## src/rtl/mux_pkg.sv

```systemverilog
// Shared definitions for the arbitrated N-to-1 registered mux.
package mux_pkg;

  localparam int MODE_RR    = 0;
  localparam int MODE_FIXED = 1;

  // Ceiling log2, for tools without a usable $clog2 in constant contexts.
  function automatic int clog2(input int v);
    int r;
    r = 0;
    while ((1 << r) < v) r++;
    return r;
  endfunction

endpackage

```

## src/rtl/rr_prio_pick.sv

```systemverilog
// Combinational grant picker: first request at or above ptr (wrapping), or lowest request when fixed.
// The lower half of the doubled vector masks requests below ptr, so the first hit in the upper half wraps.
module rr_prio_pick import mux_pkg::*; #(
  parameter int N = 4,
  localparam int SW = clog2(N)
) (
  input  logic [N-1:0]  req,
  input  logic [SW-1:0] ptr,
  input  logic          fixed,
  output logic [SW-1:0] gnt_idx,
  output logic          any
);

  logic [2*N-1:0] dbl;

  always_comb begin
    dbl = '0;
    for (int i = 0; i < N; i++) begin
      dbl[i]     = req[i] && (fixed || (i >= int'(ptr)));
      dbl[N + i] = req[i];
    end
  end

  always_comb begin
    logic hit;
    hit     = 1'b0;
    gnt_idx = '0;
    for (int i = 0; i < 2 * N; i++) begin
      if (!hit && dbl[i]) begin
        hit     = 1'b1;
        gnt_idx = (i >= N) ? SW'(i - N) : SW'(i);
      end
    end
    any = hit;
  end

endmodule

```

## src/rtl/mux_arb_nxw.sv

```systemverilog
// N-channel arbitrated mux into a single output register; 1-cycle latency, full throughput.
// A stalled output word holds all in_ready low; draining and refilling in one cycle leaves no bubble.
module mux_arb_nxw import mux_pkg::*; #(
  parameter int N    = 4,
  parameter int W    = 1,
  parameter int MODE = MODE_RR,
  localparam int SW  = clog2(N)
) (
  input  logic            clk,
  input  logic            rst,
  input  logic [N-1:0]    in_valid,
  input  logic [N*W-1:0]  in_data,
  output logic [N-1:0]    in_ready,
  output logic            out_valid,
  output logic [W-1:0]    out_data,
  output logic [SW-1:0]   out_sel,
  input  logic            out_ready
);

  logic          accept, take, any;
  logic [SW-1:0] gnt;
  logic          out_valid_q, out_valid_d;
  logic [W-1:0]  out_data_q, out_data_d;
  logic [SW-1:0] out_sel_q, out_sel_d;
  logic [SW-1:0] ptr_q, ptr_d;

  rr_prio_pick #(.N(N)) u_pick (
    .req     (in_valid),
    .ptr     (ptr_q),
    .fixed   (MODE == MODE_FIXED),
    .gnt_idx (gnt),
    .any     (any)
  );

  always_comb begin
    accept      = !out_valid_q || out_ready;
    take        = accept && any && !rst;
    in_ready    = '0;
    out_valid_d = out_valid_q;
    out_data_d  = out_data_q;
    out_sel_d   = out_sel_q;
    ptr_d       = ptr_q;
    if (take) begin
      in_ready[gnt] = 1'b1;
      out_valid_d   = 1'b1;
      out_data_d    = in_data[int'(gnt) * W +: W];
      out_sel_d     = gnt;
      // Wrap at N-1 so a non-power-of-2 N never points past the last channel.
      ptr_d         = (gnt == SW'(N - 1)) ? '0 : gnt + 1'b1;
    end else if (out_valid_q && out_ready) begin
      out_valid_d = 1'b0;
    end
  end

  always_ff @(posedge clk) begin
    if (rst) begin
      out_valid_q <= 1'b0;
      out_data_q  <= '0;
      out_sel_q   <= '0;
      ptr_q       <= '0;
    end else begin
      out_valid_q <= out_valid_d;
      out_data_q  <= out_data_d;
      out_sel_q   <= out_sel_d;
      ptr_q       <= ptr_d;
    end
  end

  assign out_valid = out_valid_q;
  assign out_data  = out_data_q;
  assign out_sel   = out_sel_q;

endmodule

```

## config.mk

```make
export PLATFORM = sky130hd
export DESIGN_NAME = mux_arb_nxw
export DESIGN_NICKNAME = d
export VERILOG_FILES = /design/src/rtl/mux_pkg.sv /design/src/rtl/rr_prio_pick.sv /design/src/rtl/mux_arb_nxw.sv
export SDC_FILE = /design/constraint.sdc
export NUM_CORES = 1
export LEC_CHECK = 0
export ABC_AREA = 1
export CORE_AREA = 5 5 42 44
export CTS_BUF_LIST = sky130_fd_sc_hd__clkbuf_2
export DETAILED_ROUTE_END_ITERATION = 6
export DIE_AREA = 0 0 47 49
export GPL_TIMING_DRIVEN = 1
export PLACE_DENSITY = 0.69
export SKIP_LAST_GASP = 1
export SYNTH_ARGS = -nofsm -noshare
export SYNTH_HDL_FRONTEND = slang
export SYNTH_SLANG_ARGS = --single-unit
```

## constraint.sdc

```tcl
create_clock -name clk -period 1.4 [get_ports clk]
set_input_delay 0.14 -clock clk [delete_from_list [all_inputs] [get_ports clk]]
set_output_delay 0.14 -clock clk [all_outputs]
set_load 0.05 [all_outputs]
```

==> out/qor.txt <==
========================================================================================
Buffer type at the clock tree root                                              clkbuf_2
Sequential cell area fraction in the yosys report                                  26.2%
Die Y-Extent                                                                       49 um
Required time reported for the critical path endpoint                            1.26 ns
Post-synthesis instance area                                                    459 um^2
Remaining global-route overflow                                                        0
Cell Rows                                                                             14
Number of warnings reported in the yosys synthesis log                                 0
Run status                                                                  finished with violations
GRT Overall Usage                                                                  13.8%
Register clock-pin slew on the reported worst setup and hold paths               0.05 ns
Largest net degree at the start of global routing                                      6
Number of search-and-repair iterations in the first detailed-routing pass              3
Non-Filler Instances                                                                 138
Setup Skew                                                                    0.00228 ns
Sequential cell area                                                            129 um^2
Clock network latency to the later pin of the worst-skew pair                    0.22 ns
Signal arrival time at the worst endpoint                                        1.65 ns
Gate Count Post-Synth                                                                 69
Critical path fanouts, max                                                             4
Die W                                                                              47 um
Number of DRC violations after detailed routing                                        0
Level count of the clock H-tree                                                        1
Violated checks                                                             setup timing
Min Clock Period, post-route                                                     1.79 ns
Antenna-violating nets left                                                            0
Worst reg2reg startpoint                                                    ptr_q[1]$_SDFFE_PP0P_
Unrepaired setup endpoints after global routing                                     true
Total number of vias                                                                 617
Initial core utilization                                                           32.8%
Routability-driven placement congestion ratio                                      0.723
Achievable clock frequency                                                       558 MHz
Xor and xnor area share after synthesis                                               0%
FF+latch count, synth                                                                  6
Final-report max-slew violation count                                                  0
Final setup fails                                                                      9
Antenna diode instance count                                                           0
Min-Delay Path Class                                                          reg -> reg
Dominant combinational cell family by area after synthesis                  simple AND/OR/NAND/NOR gates
Count of port buffers added during placement                                          18
Path type of the worst setup path                                             reg -> out
Areal power density over the cells                                           721 nW/um^2
Post-synthesis mux area share                                                         0%
Headroom to the max-slew limit                                                     89.0%
Avg Inst Size Synth                                                            6.65 um^2
Worst ir drop on vdd                                                              583 uV
Area enclosed by the die boundary                                              2300 um^2
Portion of the clock cycle consumed by the worst path in the final layout           128%
Total instance count after detailed placement                                        125
Reg2Reg Depth                                                                         13
Antenna violations before repair                                                       0
Via density                                                                         4.47
Post-Synth Simple-Gate Area                                                        50.1%
Yosys top cell area share                                                          26.2%
Global-route wire length before repair                                           2330 um
Clock tree from TritonCTS                                                           done
Iteration-0 DRC Markers                                                                4
Mean routed wirelength per cell                                                  11.9 um
Leakage power total                                                             0.550 nW
Setup slack of the critical path after layout                                  -0.391 ns
Setup crit start                                                            ptr_q[1]$_SDFFE_PP0P_
Total detailed-routing wirelength                                                1640 um
Final hold violation count                                                             0
Synth Net Count                                                                       83
Number of buffers inserted during clock tree synthesis                                 3
Share of post-route cells with drive strength above 1                              68.0%
Post-CTS Hold Buffers                                                                  0
Area of combinational cells with multiple inputs                                439 um^2
Critical path startpoint category                                                   flop
Via count of the first global-routing pass                                           600
Max cap viols                                                                          0
Origin of the worst min-delay path                                          out_data$_SDFFE_PP0P_
Setup crit end kind                                                          output port
Number of nets in the layout                                                         138
Compound-gate portion of the synthesized area                                      4.36%
Number of cells traversed by the worst hold path                                       2
Number of clock sinks                                                                  6
Post-detail-place hpwl                                                           1100 um
Total I/O pin count                                                                   19
Tightest Pin Transition                                                         0.164 ns
Share of the core filled with cells in the final layout                            79.9%
Largest cells by area after synthesis                                       dfxtp_1, nand2_1, inv_1, nand3_1, ha_1
Adder-cell share of the synthesized area                                           8.17%
Synthesis-to-finish area growth                                                     144%
Layout fillers                                                                        92
Count of unique library cells instantiated by Yosys                                   16
Floorplan Core Area                                                            1400 um^2
Cell type contributing the most total cell area after synthesis                  dfxtp_1
Deepest clock path buffer count                                                        2
========================================================================================
-- where the power goes --
group,switching [mW],internal (mW)
Sequential,0.0141,0.187
Clock,0.0584,0.0579
Combinational,0.248,0.241
-- registers in the layout, summed over array words and instances (netlist names) --
name       cells
out_sel        2
ptr_q          2
out_data       1
out_valid      1
-- timing repair --
item,CTS,global route
buffers inserted,5,6
setup endpoints to repair,9,9
pin swaps,7,13
gates cloned,0,0
gates resized for setup,11,25
-- kinds of logic (layout without fill, tap and decap cells) --
group                      after synthesis  after routing
buffers and inverters                   13             66
DFF                                      6              6
and+or+nand+nor                         43             43
AOI/OAI and AO/OA                        4              4
adders and majority gates                3              3
-- cells in the final DEF (no fill, tap or decap) --
cell	n
dfxtp_2	1
nand3_2	7
nand2_1	12
inv_4	3
inv_2	4
nand3_4	1
dfxtp_1	3
nand2_4	6
buf_6	2
buf_12	3
clkbuf_2	3
inv_1	6
nand2_2	4
nand3b_4	1
buf_8	2
nor2_4	6
buf_4	33
nor2_1	3
a21oi_1	2
ha_4	3
o21ai_0	1
a21oi_2	1
nor2_2	1
dfxtp_4	2
clkdlybuf4s50_1	10
nand3_1	2
-- synth_stat cells --
master and instances:
nor2_4 1, o21ai_0 1, nand3_1 8, nand3b_4 1, nor2_1 9, nand2_4 1
nand3_2 1, ha_1 3, dfxtp_1 6, a21oi_1 3, inv_1 11, nand2_2 3
inv_4 1, inv_2 1, nand2_1 18, nand3_4 1
-- stage by stage --
stage | area [um^2] | worst slack [ns] | setup TNS (ns) | total power [mW] | hold WS (ns)
global route | 1120 | -0.481 | -3.18 | 0.866 | 0.503
global placement | 893 | -0.346 | -2.36 | 0.572 | 0.449
detailed placement | 893 | -0.388 | -2.72 | 0.581 | 0.458
CTS | 977 | -0.362 | -1.96 | 0.738 | 0.475
floorplan | 510 | -0.0741 | -0.255 | 0.401 | 0.202
finish | 1120 | -0.391 | -2.32 | 0.807 | 0.471
-- per-layer routing --
| metal | share of wire (%) | global-route usage (%) | vias to the layer above |
|---|---|---|---|
| met5 | 0 | 0 | - |
| met4 | 2.3 | 10.1 | 0 |
| met3 | 2.9 | 1.11 | 4 |
| met2 | 55 | 23.8 | 13 |
| met1 | 39 | 14.6 | 283 |
| li1 | - | - | 317 |
-- final cells by class --
| class | count | area share [%] |
|---|---|---|
| Tap cell | 16 | 1.79 |
| Clock buffer | 3 | 1.34 |
| Sequential cell | 6 | 11.5 |
| Multi-Input combinational cell | 50 | 39.2 |
| Timing Repair Buffer | 50 | 41.1 |
| Inverter | 13 | 5.03 |
-- path summary, 6_finish.rpt --
| kind | to | slack (ns) |
|---|---|---|
| worst max-delay path | in_ready[1] | -0.39 |
| worst min-delay path | out_data$_SDFFE_PP0P_ | 0.47 |
| worst max register to register | ptr_q[1]$_SDFFE_PP0P_ | -0.21 |
| worst min register to register | out_data$_SDFFE_PP0P_ | 0.47 |
-- worst max-delay path: stages, from the launching register on --
cell,delay [ns]
dfxtp_4,0.38
inv_2,0.04
nand2_2,0.07
nand2_2,0.07
nor2_4,0.15
nand3_2,0.12
nand2_4,0.12
buf_6,0.11
ha_4,0.11
inv_2,0.03
nor2_4,0.09
buf_12,0.14
Power figures use the tool's default switching activity.
